<file path="config.mk">
export PLATFORM = sky130hd
export DESIGN_NAME = dbg_mode_ctrl
export DESIGN_NICKNAME = d
export VERILOG_FILES = /design/src/rtl/dbg_mode_ctrl_pkg.sv /design/src/rtl/dbg_mode_ctrl_cause_arb.sv /design/src/rtl/dbg_mode_ctrl.sv
export SDC_FILE = /design/constraint.sdc
export NUM_CORES = 1
export LEC_CHECK = 0
export CAP_MARGIN = 20
export CELL_PAD_IN_SITES_DETAIL_PLACEMENT = 1
export CELL_PAD_IN_SITES_GLOBAL_PLACEMENT = 2
export CORE_MARGIN = 2
export CORE_UTILIZATION = 23
export CTS_BUF_LIST = sky130_fd_sc_hd__clkbuf_4
export CTS_CLUSTER_SIZE = 25
export DETAILED_ROUTE_END_ITERATION = 8
export PLACE_DENSITY_LB_ADDON = 0.1
export SETUP_SLACK_MARGIN = 0.2
export SLEW_MARGIN = 15
export SYNTH_ARGS = -nofsm -noshare
export SYNTH_HDL_FRONTEND = slang
export SYNTH_SLANG_ARGS = --single-unit
</file>
<file path="constraint.sdc">
create_clock -name cpu_clk -period 3.04 [get_ports cpu_clk]
set_clock_uncertainty 0.1 [all_clocks]
set_input_delay 0.912 -clock cpu_clk [delete_from_list [all_inputs] [get_ports cpu_clk]]
set_output_delay 0.912 -clock cpu_clk [all_outputs]
set_load 0.05 [all_outputs]
</file>
<file path="src/rtl/dbg_mode_ctrl_pkg.sv">
// dbg_mode_ctrl_pkg
//   Shared definitions for the debug-mode entry/exit controller:
//   FSM state encoding, dcsr.cause codes and default parameters.
package dbg_mode_ctrl_pkg;

  localparam int          DBG_ADDR_WIDTH_DEFAULT = 32;
  localparam logic [31:0] DBG_ROM_ADDR_DEFAULT   = 32'h0000_0800;

  typedef enum logic [2:0] {
    ST_RUN    = 3'd0,
    ST_STEP   = 3'd1,
    ST_FLUSH  = 3'd2,
    ST_HALTED = 3'd3,
    ST_RESUME = 3'd4
  } dbg_state_e;

  // Encoding matches the architectural dcsr.cause field.
  typedef enum logic [2:0] {
    CAUSE_NONE    = 3'd0,
    CAUSE_EBREAK  = 3'd1,
    CAUSE_TRIGGER = 3'd2,
    CAUSE_HALTREQ = 3'd3,
    CAUSE_STEP    = 3'd4
  } dbg_cause_e;

endpackage

</file>
<file path="src/rtl/dbg_mode_ctrl_cause_arb.sv">
// dbg_mode_ctrl_cause_arb
//   Combinational priority encoder of debug-mode entry sources.
//   Ports:
//     detect_en     - controller is in RUN or STEP (entry sources are live)
//     step_mode     - controller is in STEP (retire counts as a halt source)
//     breakpoint, ebreak_ex, dcsr_ebreakm, haltreq, instr_retire - sources
//     enter         - some entry condition is present this cycle
//     cause         - winning cause code
//     use_pc_next   - dpc must capture pc_next instead of pc_ex
module dbg_mode_ctrl_cause_arb
  import dbg_mode_ctrl_pkg::*;
(
  input  logic       detect_en,
  input  logic       step_mode,
  input  logic       breakpoint,
  input  logic       ebreak_ex,
  input  logic       dcsr_ebreakm,
  input  logic       haltreq,
  input  logic       instr_retire,
  output logic       enter,
  output dbg_cause_e cause,
  output logic       use_pc_next
);

  // NOTE: every output gets a default before the priority chain so no path
  // leaves a signal unassigned; that is what keeps this block latch-free.
  always_comb begin
    enter       = 1'b0;
    cause       = CAUSE_NONE;
    use_pc_next = 1'b0;
    if (detect_en) begin
      // Trigger outranks everything, including a step retiring in the same
      // cycle: the triggering instruction must not execute.
      if (breakpoint) begin
        enter = 1'b1;
        cause = CAUSE_TRIGGER;
      end else if (ebreak_ex && dcsr_ebreakm) begin
        enter = 1'b1;
        cause = CAUSE_EBREAK;
      end else if (haltreq) begin
        enter = 1'b1;
        cause = CAUSE_HALTREQ;
      end else if (step_mode && instr_retire) begin
        enter       = 1'b1;
        cause       = CAUSE_STEP;
        use_pc_next = 1'b1;
      end
    end
  end

endmodule

</file>
<file path="src/rtl/dbg_mode_ctrl.sv">
// dbg_mode_ctrl
//   Debug-mode entry/exit controller. Arbitrates halt sources, flushes the
//   pipeline, redirects fetch to the debug ROM, owns dbg_mode, captures dpc
//   and dcsr.cause, and resumes execution at dpc.
//   Ports:
//     cpu_clk, cpu_rst           - core clock, async active-high reset
//     breakpoint, ebreak_ex, dcsr_ebreakm, haltreq, dcsr_step - halt sources
//     resumereq, dret_ex         - resume sources
//     pc_ex, pc_next, instr_retire, pipe_idle - pipeline status
//     dpc_wr_en, dpc_wr_data     - CSR write port to dpc (HALTED only)
//     dbg_mode, halted           - mode/state indications
//     flush, redirect_valid, redirect_pc, resumeack - one-cycle pulses
//     dpc, dcsr_cause            - debug CSR contents
module dbg_mode_ctrl
  import dbg_mode_ctrl_pkg::*;
#(
  parameter int                    ADDR_WIDTH   = DBG_ADDR_WIDTH_DEFAULT,
  parameter logic [ADDR_WIDTH-1:0] DBG_ROM_ADDR = DBG_ROM_ADDR_DEFAULT[ADDR_WIDTH-1:0]
) (
  input  logic                  cpu_clk,
  input  logic                  cpu_rst,
  input  logic                  breakpoint,
  input  logic                  ebreak_ex,
  input  logic                  dcsr_ebreakm,
  input  logic                  dcsr_step,
  input  logic                  haltreq,
  input  logic                  resumereq,
  input  logic                  dret_ex,
  input  logic [ADDR_WIDTH-1:0] pc_ex,
  input  logic [ADDR_WIDTH-1:0] pc_next,
  input  logic                  instr_retire,
  input  logic                  pipe_idle,
  input  logic                  dpc_wr_en,
  input  logic [ADDR_WIDTH-1:0] dpc_wr_data,
  output logic                  dbg_mode,
  output logic                  halted,
  output logic                  flush,
  output logic                  redirect_valid,
  output logic [ADDR_WIDTH-1:0] redirect_pc,
  output logic                  resumeack,
  output logic [ADDR_WIDTH-1:0] dpc,
  output logic [2:0]            dcsr_cause
);

  dbg_state_e state;
  logic       enter;
  dbg_cause_e arb_cause;
  logic       use_pc_next;
  logic       resume_ok;

  dbg_mode_ctrl_cause_arb u_cause_arb (
    .detect_en    (state == ST_RUN || state == ST_STEP),
    .step_mode    (state == ST_STEP),
    .breakpoint   (breakpoint),
    .ebreak_ex    (ebreak_ex),
    .dcsr_ebreakm (dcsr_ebreakm),
    .haltreq      (haltreq),
    .instr_retire (instr_retire),
    .enter        (enter),
    .cause        (arb_cause),
    .use_pc_next  (use_pc_next)
  );

  // A pending halt request wins over a resume; the resume is simply dropped.
  assign resume_ok = (resumereq || dret_ex) && !haltreq;

  // NOTE: sequential state uses non-blocking assignments only, so every
  // register samples pre-edge values regardless of statement order.
  always_ff @(posedge cpu_clk or posedge cpu_rst) begin
    if (cpu_rst) begin
      state          <= ST_RUN;
      dbg_mode       <= 1'b0;
      halted         <= 1'b0;
      flush          <= 1'b0;
      redirect_valid <= 1'b0;
      redirect_pc    <= '0;
      resumeack      <= 1'b0;
      dpc            <= '0;
      dcsr_cause     <= CAUSE_NONE;
    end else begin
      // Pulse outputs fall back to zero unless re-asserted below.
      flush          <= 1'b0;
      redirect_valid <= 1'b0;
      resumeack      <= 1'b0;
      unique case (state)
        ST_RUN, ST_STEP: begin
          if (enter) begin
            state      <= ST_FLUSH;
            flush      <= 1'b1;
            dbg_mode   <= 1'b1;
            dcsr_cause <= arb_cause;
            dpc        <= use_pc_next ? pc_next : pc_ex;
          end
        end
        ST_FLUSH: begin
          if (pipe_idle) begin
            state          <= ST_HALTED;
            redirect_valid <= 1'b1;
            redirect_pc    <= DBG_ROM_ADDR;
            halted         <= 1'b1;
          end
        end
        ST_HALTED: begin
          if (dpc_wr_en) begin
            dpc <= dpc_wr_data;
          end
          if (resume_ok) begin
            state          <= ST_RESUME;
            redirect_valid <= 1'b1;
            // Bypass so a same-cycle dpc write is the resume target.
            redirect_pc    <= dpc_wr_en ? dpc_wr_data : dpc;
            resumeack      <= 1'b1;
            dbg_mode       <= 1'b0;
            halted         <= 1'b0;
          end
        end
        ST_RESUME: begin
          state <= dcsr_step ? ST_STEP : ST_RUN;
        end
        default: begin
          state <= ST_RUN;
        end
      endcase
    end
  end

endmodule

</file>
==> results of run 1 <==
-- kinds of logic after synthesis --
| group | after synthesis |
|---|---|
| AOI/OAI and AO/OA | 137 |
| buffers and inverters | 44 |
| DFF | 75 |
| muxes | 33 |
| and+or+nand+nor | 34 |
-- metal layers --
layer | global-route usage | part of all wire | wire length (um) | vias to the layer above
met3 | 0.0471 | 0.062 | 898 | 13
met5 | 0 | 0 | 0 | -
li1 | - | - | - | 1586
met1 | 0.214 | 0.44 | 6390 | 1728
met4 | 0.0538 | 0.013 | 183 | 0
met2 | 0.278 | 0.48 | 6950 | 107
-- cell type report --
class                           instances  area, um^2
Timing Repair Buffer                  198        1970
Tap cell                              216         270
Antenna cell                            1        2.50
Clock inverter                          5        22.5
Sequential cell                        75        1880
Fill cell                            1791       10000
Multi-Input combinational cell        204        1690
Clock buffer                            9        67.6
Inverter                               14        56.3
-- through the flow --
stage / hold slack (ps) / power (W) / instance area, um^2 / cells
3_3_place_gp: 365 / 0.00561 / 5860 / 707
3_5_place_dp: 372 / 0.00566 / 5860 / 707
5_1_grt: 419 / 0.00647 / 5950 / 722
6_report: 400 / 0.00610 / 5950 / 722
2_1_floorplan: 415 / 0.00424 / 3800 / 323
4_1_cts: 406 / 0.00621 / 5950 / 721
-- where the power goes --
group	total [W]	internal [W]	switching, W
logic	0.00384	0.00138	0.00247
registers	0.00174	0.00142	0.000321
clock network	0.000514	0.000150	0.000364
total	0.00610	0.00295	0.00315
-- cell usage in the layout (no fill, tap or decap), drive strengths merged, types with 10 or more instances in the layout --
cell	n
nand2	13
o221ai	10
a21oi	27
o2bb2ai	31
buf	20
o22ai	44
mux2i	32
dfrtp	75
clkdlybuf4s50	178
inv	13
-- worst paths after layout --
kind	cells after the start	end	start
max	1	dpc[4]	dpc[4]
min	1	redirect_pc[13]	redirect_pc[13]
max reg2reg	5	dpc[29]	state[1]
min reg2reg	1	redirect_pc[13]	redirect_pc[13]
max in group asynchronous	3	resumeack	cpu_rst
min in group asynchronous	2	redirect_pc[31]	cpu_rst
-- Yosys cell counts, drive strengths merged, types with 3 or more instances --
| cell type | count | share of area |
|---|---|---|
| dfrtp | 75 | 0.49 |
| o22ai | 44 | 0.11 |
| mux2i | 32 | 0.084 |
| o2bb2ai | 31 | 0.072 |
| a21oi | 27 | 0.055 |
| buf | 23 | 0.042 |
| inv | 14 | 0.014 |
| nand2 | 13 | 0.013 |
| o221ai | 10 | 0.023 |
| a22oi | 9 | 0.018 |
| nor2 | 8 | 0.0086 |
| clkbuf | 7 | 0.0069 |
| o21ai | 5 | 0.0066 |
| a211oi | 3 | 0.0092 |
| nand2b | 3 | 0.0049 |
| nor2b | 3 | 0.0049 |
-- registers in the layout, indices dropped and copies added (netlist names) --
register and cells:
state 3, dpc 32, halted 1, dbg_mode 1, redirect_pc 32, resumeack 1
redirect_valid 1, dcsr_cause 3, flush 1
==> summary.md, run 1 <==
| Metric | Value |
|---|---|
| DR vias | 3434 |
| Layout area overhead | 56.9% |
| Post-CTS setup buffers | 0 |
| Worst slew pin tran | 558 ps |
| Adder-cell share of the synthesized area | 0 |
| Netlist cell types | 39 |
| Vias/cell | 4.76 |
| Util after Layout | 0.372 |
| Drc violations | 0 |
| Crit path time final | 2700 ps |
| Initial antenna violation count | 1 |
| FF-to-FF setup slack | 1040 ps |
| Final TNS setup | 0 ps |
| CP max-delay cell | clkdlybuf4s50_1 |
| Sink Count | 75 |
| RSZ-0062 raised after global routing | no |
| Global-route wire length before repair | 22900 um |
| Family with the most delay on the worst path | buffers and inverters |
| Max_slew headroom | 0.627 |
| Complex-gate fraction of the synthesized area | 0.309 |
| Starting Density | 0.237 |
| CP Cell Sequence | clkdlybuf4s50_1 |
| H-tree depth | 3 |
| Total CTS buffers | 9 |
| Min-delay worst type | reg -> reg |
| PwrDens | 1020 nW/um^2 |
| Total congestion overflow | 0 |
| # resized after CTS | 0 |
| Mapped Cells | 323 |
| # rows | 46 |
| FFs w/ async S/R, synth | 1.00 |
| CP max FO | 3 |
| Mapped Nets | 431 |
| Startpoint types | flip-flop |
| CTS Buffer Depth | 2 |
| Yosys warnings | 0 |
| CP bufs+invs | 1 |
| Post-synthesis mux area share | 0.0874 |
| Largest stage delay, worst path | 850 ps |
| Cell leakage power | 2.34 nW |
| GRT Util Overall | 0.169 |
| Die Y | 132 um |
| Final worst-path cycle share | 0.889 |
| Max Cap Viol | 0 |
| Worst Path Arrival | 1690 ps |
| Die X | 132 um |
| Post-Syn Area | 3790 um^2 |
| Per-cell routed wire length | 20.0 um |
| Core area | 16000 um^2 |
| Final WL | 14400 um |
| Setup Crit Path Kind | reg -> out |
| Layout Nets | 610 |
| Clock slew seen by the registers of the worst setup and hold paths | 130 ps |
| # hold bufs at CTS | 0 |
| Vias in the first global route | 3799 |
| GPL Wtd Cong | 0.742 |
| Largest family of logic cells by synthesized area | compound AO/OA/AOI/OAI gates |
| Initial DRC count | 72 |
| Setup ws final | 339 ps |
| Syn avg cell area | 11.7 um^2 |
| Post-synthesis sequential area ratio | 0.495 |
| Outcome | finished, final reports clean |
| Simple-gate share of the synthesized area | 0.0452 |
| PortBufs | 179 |
| Pre-CTS WS | 240 ps |
| Peak VDD IR | 0.000470 V |
| Routed Antenna Nets | 0 |
| First drt pass iteration count | 4 |
| CP required | 2030 ps |
| Root buf cell | clkbuf_4 |
| Number of flops mapped to enable cells by yosys | 0 |
| Critical path capture point type | output port |
| Clock latency on the worst-skew pair | 440 ps |
| XOR/XNOR share of the synthesized area | 0 |
| Largest net degree at the start of global routing | 26 |
| Detailed placement HPWL | 10400 um |
| Fmax | 0.370 GHz |
| #FFs+latches synth | 75 |
| Hold Fails Final Rpt | 0 |
| Main flop type after synthesis | dfrtp_1 |
| DIE AREA | 17500 um^2 |
| Ports | 180 |
| CTS tree | built |
| Share of layout cells above drive strength 1 | 0.158 |
| # setup viols final | 0 |
| Final slew viol count | 0 |
Power figures use the tool's default switching activity.
==> inputs of run 2 (changes only) <==
--- a/config.mk
+++ b/config.mk
@@ -8,6 +8,7 @@
 export CAP_MARGIN = 20
 export CELL_PAD_IN_SITES_DETAIL_PLACEMENT = 1
 export CELL_PAD_IN_SITES_GLOBAL_PLACEMENT = 2
+export CORE_ASPECT_RATIO = 0.6
 export CORE_MARGIN = 2
 export CORE_UTILIZATION = 23
 export CTS_BUF_LIST = sky130_fd_sc_hd__clkbuf_4
==> summary.md, run 2 (synthesis results as in run 1) <==
| Metric | Value |
|---|---|
| Outcome | finished, final reports clean |
| Combinational Power Share | 0.615 (-0.015) |
| Fmax | 0.366 GHz (-1.0%) |
| Most frequent cells in the layout | clkdlybuf4s50_1, dfrtp_1, mux2i_1 |
| Max_slew headroom | 0.621 (-0.00586) |
| Sw Ratio | 0.514 (-0.00259) |
| Pre-CTS WS | 125 ps (-115 ps) |
| Cell leakage power | 2.35 nW (+0.30%) |
| Largest stage delay, worst path | 840 ps (about the same) |
| Per-cell routed wire length | 20.1 um (+0.57%) |
| Hold Fails Final Rpt | 0 (unchanged) |
| Clock latency on the worst-skew pair | 450 ps (about the same) |
| Max Cap Viol | 0 (unchanged) |
| GPL Wtd Cong | 0.755 (+1.7%) |
| Internal | 0.00303 W (+2.9%) |
| CP max-delay cell | clkdlybuf4s50_1 |
| Startpoint types | flip-flop |
| # rows | 36 (-22%) |
| RSZ-0062 raised after global routing | no |
| Setup Crit Path Kind | reg -> out |
| Seq pwr share | 0.279 (-0.006) |
| Initial antenna violation count | 1 (unchanged) |
| Crit path time final | 2730 ps (+28.2 ps) |
| CP bufs+invs | 1 (unchanged) |
| Multi-input logic area | 1690 um^2 (unchanged) |
| Min-delay worst type | reg -> reg |
| Sink Count | 75 (unchanged) |
| # fillers | 1792 (+0.056%) |
| Switch Pwr | 0.00321 W (+1.8%) |
| H-tree depth | 3 (unchanged) |
| Drc violations | 0 (unchanged) |
| Final worst-path cycle share | 0.898 (+0.00929) |
| # hold bufs at CTS | 0 (unchanged) |
| Final TNS setup | 0 ps (unchanged) |
| DIE AREA | 17600 um^2 (+0.19%) |
| Vias in the first global route | 3648 (-4.0%) |
| Total congestion overflow | 0 (unchanged) |
| Largest registers | dpc: 32 flops, redirect_pc: 32 flops |
| Layout Nets | 609 (-0.16%) |
| Final slew viol count | 0 (unchanged) |
| Family with the most delay on the worst path | buffers and inverters |
| Dpl cell area | 5830 um^2 (-0.49%) |
| Vias/cell | 4.74 (-0.31%) |
| Clock share of power | 0.106 (+0.022) |
| Routed Antenna Nets | 0 (unchanged) |
| CP required | 2030 ps (about the same) |
| Most common cell after layout, fill and taps aside | clkdlybuf4s50_1 |
| Initial DRC count | 139 (+93%) |
| Die Y | 103 um (-22%) |
| Clock slew seen by the registers of the worst setup and hold paths | 150 ps (+20 ps) |
| Final WL | 14400 um (-0.27%) |
| Ports | 180 (unchanged) |
| DR vias | 3395 (-1.1%) |
| Register area | 1880 um^2 (unchanged) |
| Global-route wire length before repair | 21600 um (-5.5%) |
| Detailed placement HPWL | 10500 um (+1.0%) |
| Total CTS buffers | 9 (unchanged) |
| Worst slew pin tran | 567 ps (+8.76 ps) |
| CTS Buffer Depth | 2 (unchanged) |
| Peak VDD IR | 0.000382 V (-19%) |
| Root buf cell | clkbuf_4 |
| GRT Util Overall | 0.165 (-0.00333) |
| CTS tree | built |
| Starting Density | 0.235 (-0.00249) |
| Worst Path Arrival | 1720 ps (+30 ps) |
| Critical path capture point type | output port |
| Util after Layout | 0.370 (-0.00237) |
| Largest net degree at the start of global routing | 76 (+190%) |
| Setup ws final | 310 ps (-28.2 ps) |
| PortBufs | 179 (unchanged) |
| First drt pass iteration count | 4 (unchanged) |
| Post-CTS setup buffers | 0 (unchanged) |
| Layout area overhead | 57.6% |
| Core area | 16200 um^2 (+1.1%) |
| Share of layout cells above drive strength 1 | 0.162 (+0.00364) |
| # setup viols final | 0 (unchanged) |
| CP Cell Sequence | clkdlybuf4s50_1 |
| Finished Layout Cells | 716 (-0.83%) |
| Die X | 170 um (+28%) |
| PwrDens | 1040 nW/um^2 (+1.9%) |
| DP Cell Count | 699 (-1.1%) |
| CP max FO | 3 (unchanged) |
| Design area | 5980 um^2 (+0.42%) |
| # resized after CTS | 0 (unchanged) |
[run 2: cell count changes in the layout (fill, tap and decap cells not counted)]
cell        previous run  this run
clkinv_1               2         1
clkinvlp_4             1         2
clkinv_4               0         2
clkinv_2               3         0
inv_6                  0         2
bufinv_16              0         1
buf_12                 3         2
[run 2: metrics by stage]
step	total power [W]	hold slack, ps
finish	0.00624	401
global route	0.00662	418
CTS	0.00635	402
detailed placement	0.00565	372
global placement	0.00561	364
floorplan	0.00424	415
[run 2: power by group through the flow]
stage	Clock, W	Sequential [W]	Combinational, W
after global placement	0	0.00176	0.00385
after global routing	0.000739	0.00181	0.00407
after detailed placement	0	0.00177	0.00389
after CTS	0.000701	0.00175	0.00390
final	0.000662	0.00174	0.00384
after floorplan	0	0.00307	0.00117
[run 2: path summary, 6_finish.rpt]
check | slack, ps | end | from | depth (start not counted)
max | 310 | dpc[16] | dpc[16] | 1
min | 400 | dbg_mode | dbg_mode | 1
max reg2reg | 1030 | dpc[27] | state[1] | 5
min reg2reg | 400 | dbg_mode | dbg_mode | 1
max in group asynchronous | 1650 | dpc[7] | cpu_rst | 3
min in group asynchronous | 800 | halted | cpu_rst | 3
[run 2: layout make-up]
cell class / count / share of cell area
Clock inverter: 7 / 0.0128
Antenna cell: 1 / 0.000419
Multi-Input combinational cell: 204 / 0.283
Tap cell: 209 / 0.0438
Timing Repair Buffer: 197 / 0.326
Sequential cell: 75 / 0.314
Clock buffer: 9 / 0.0113
Inverter: 14 / 0.00942
[run 2: routing by layer]
layer  track usage  vias up  wire [um]  part of all wire
met4        0.0434        0        155             0.011
met5             0        -          0                 0
met3        0.0666       14       1250             0.087
li1              -     1590          -                 -
met1         0.232     1682       7040              0.49
met2         0.235      109       5940              0.41
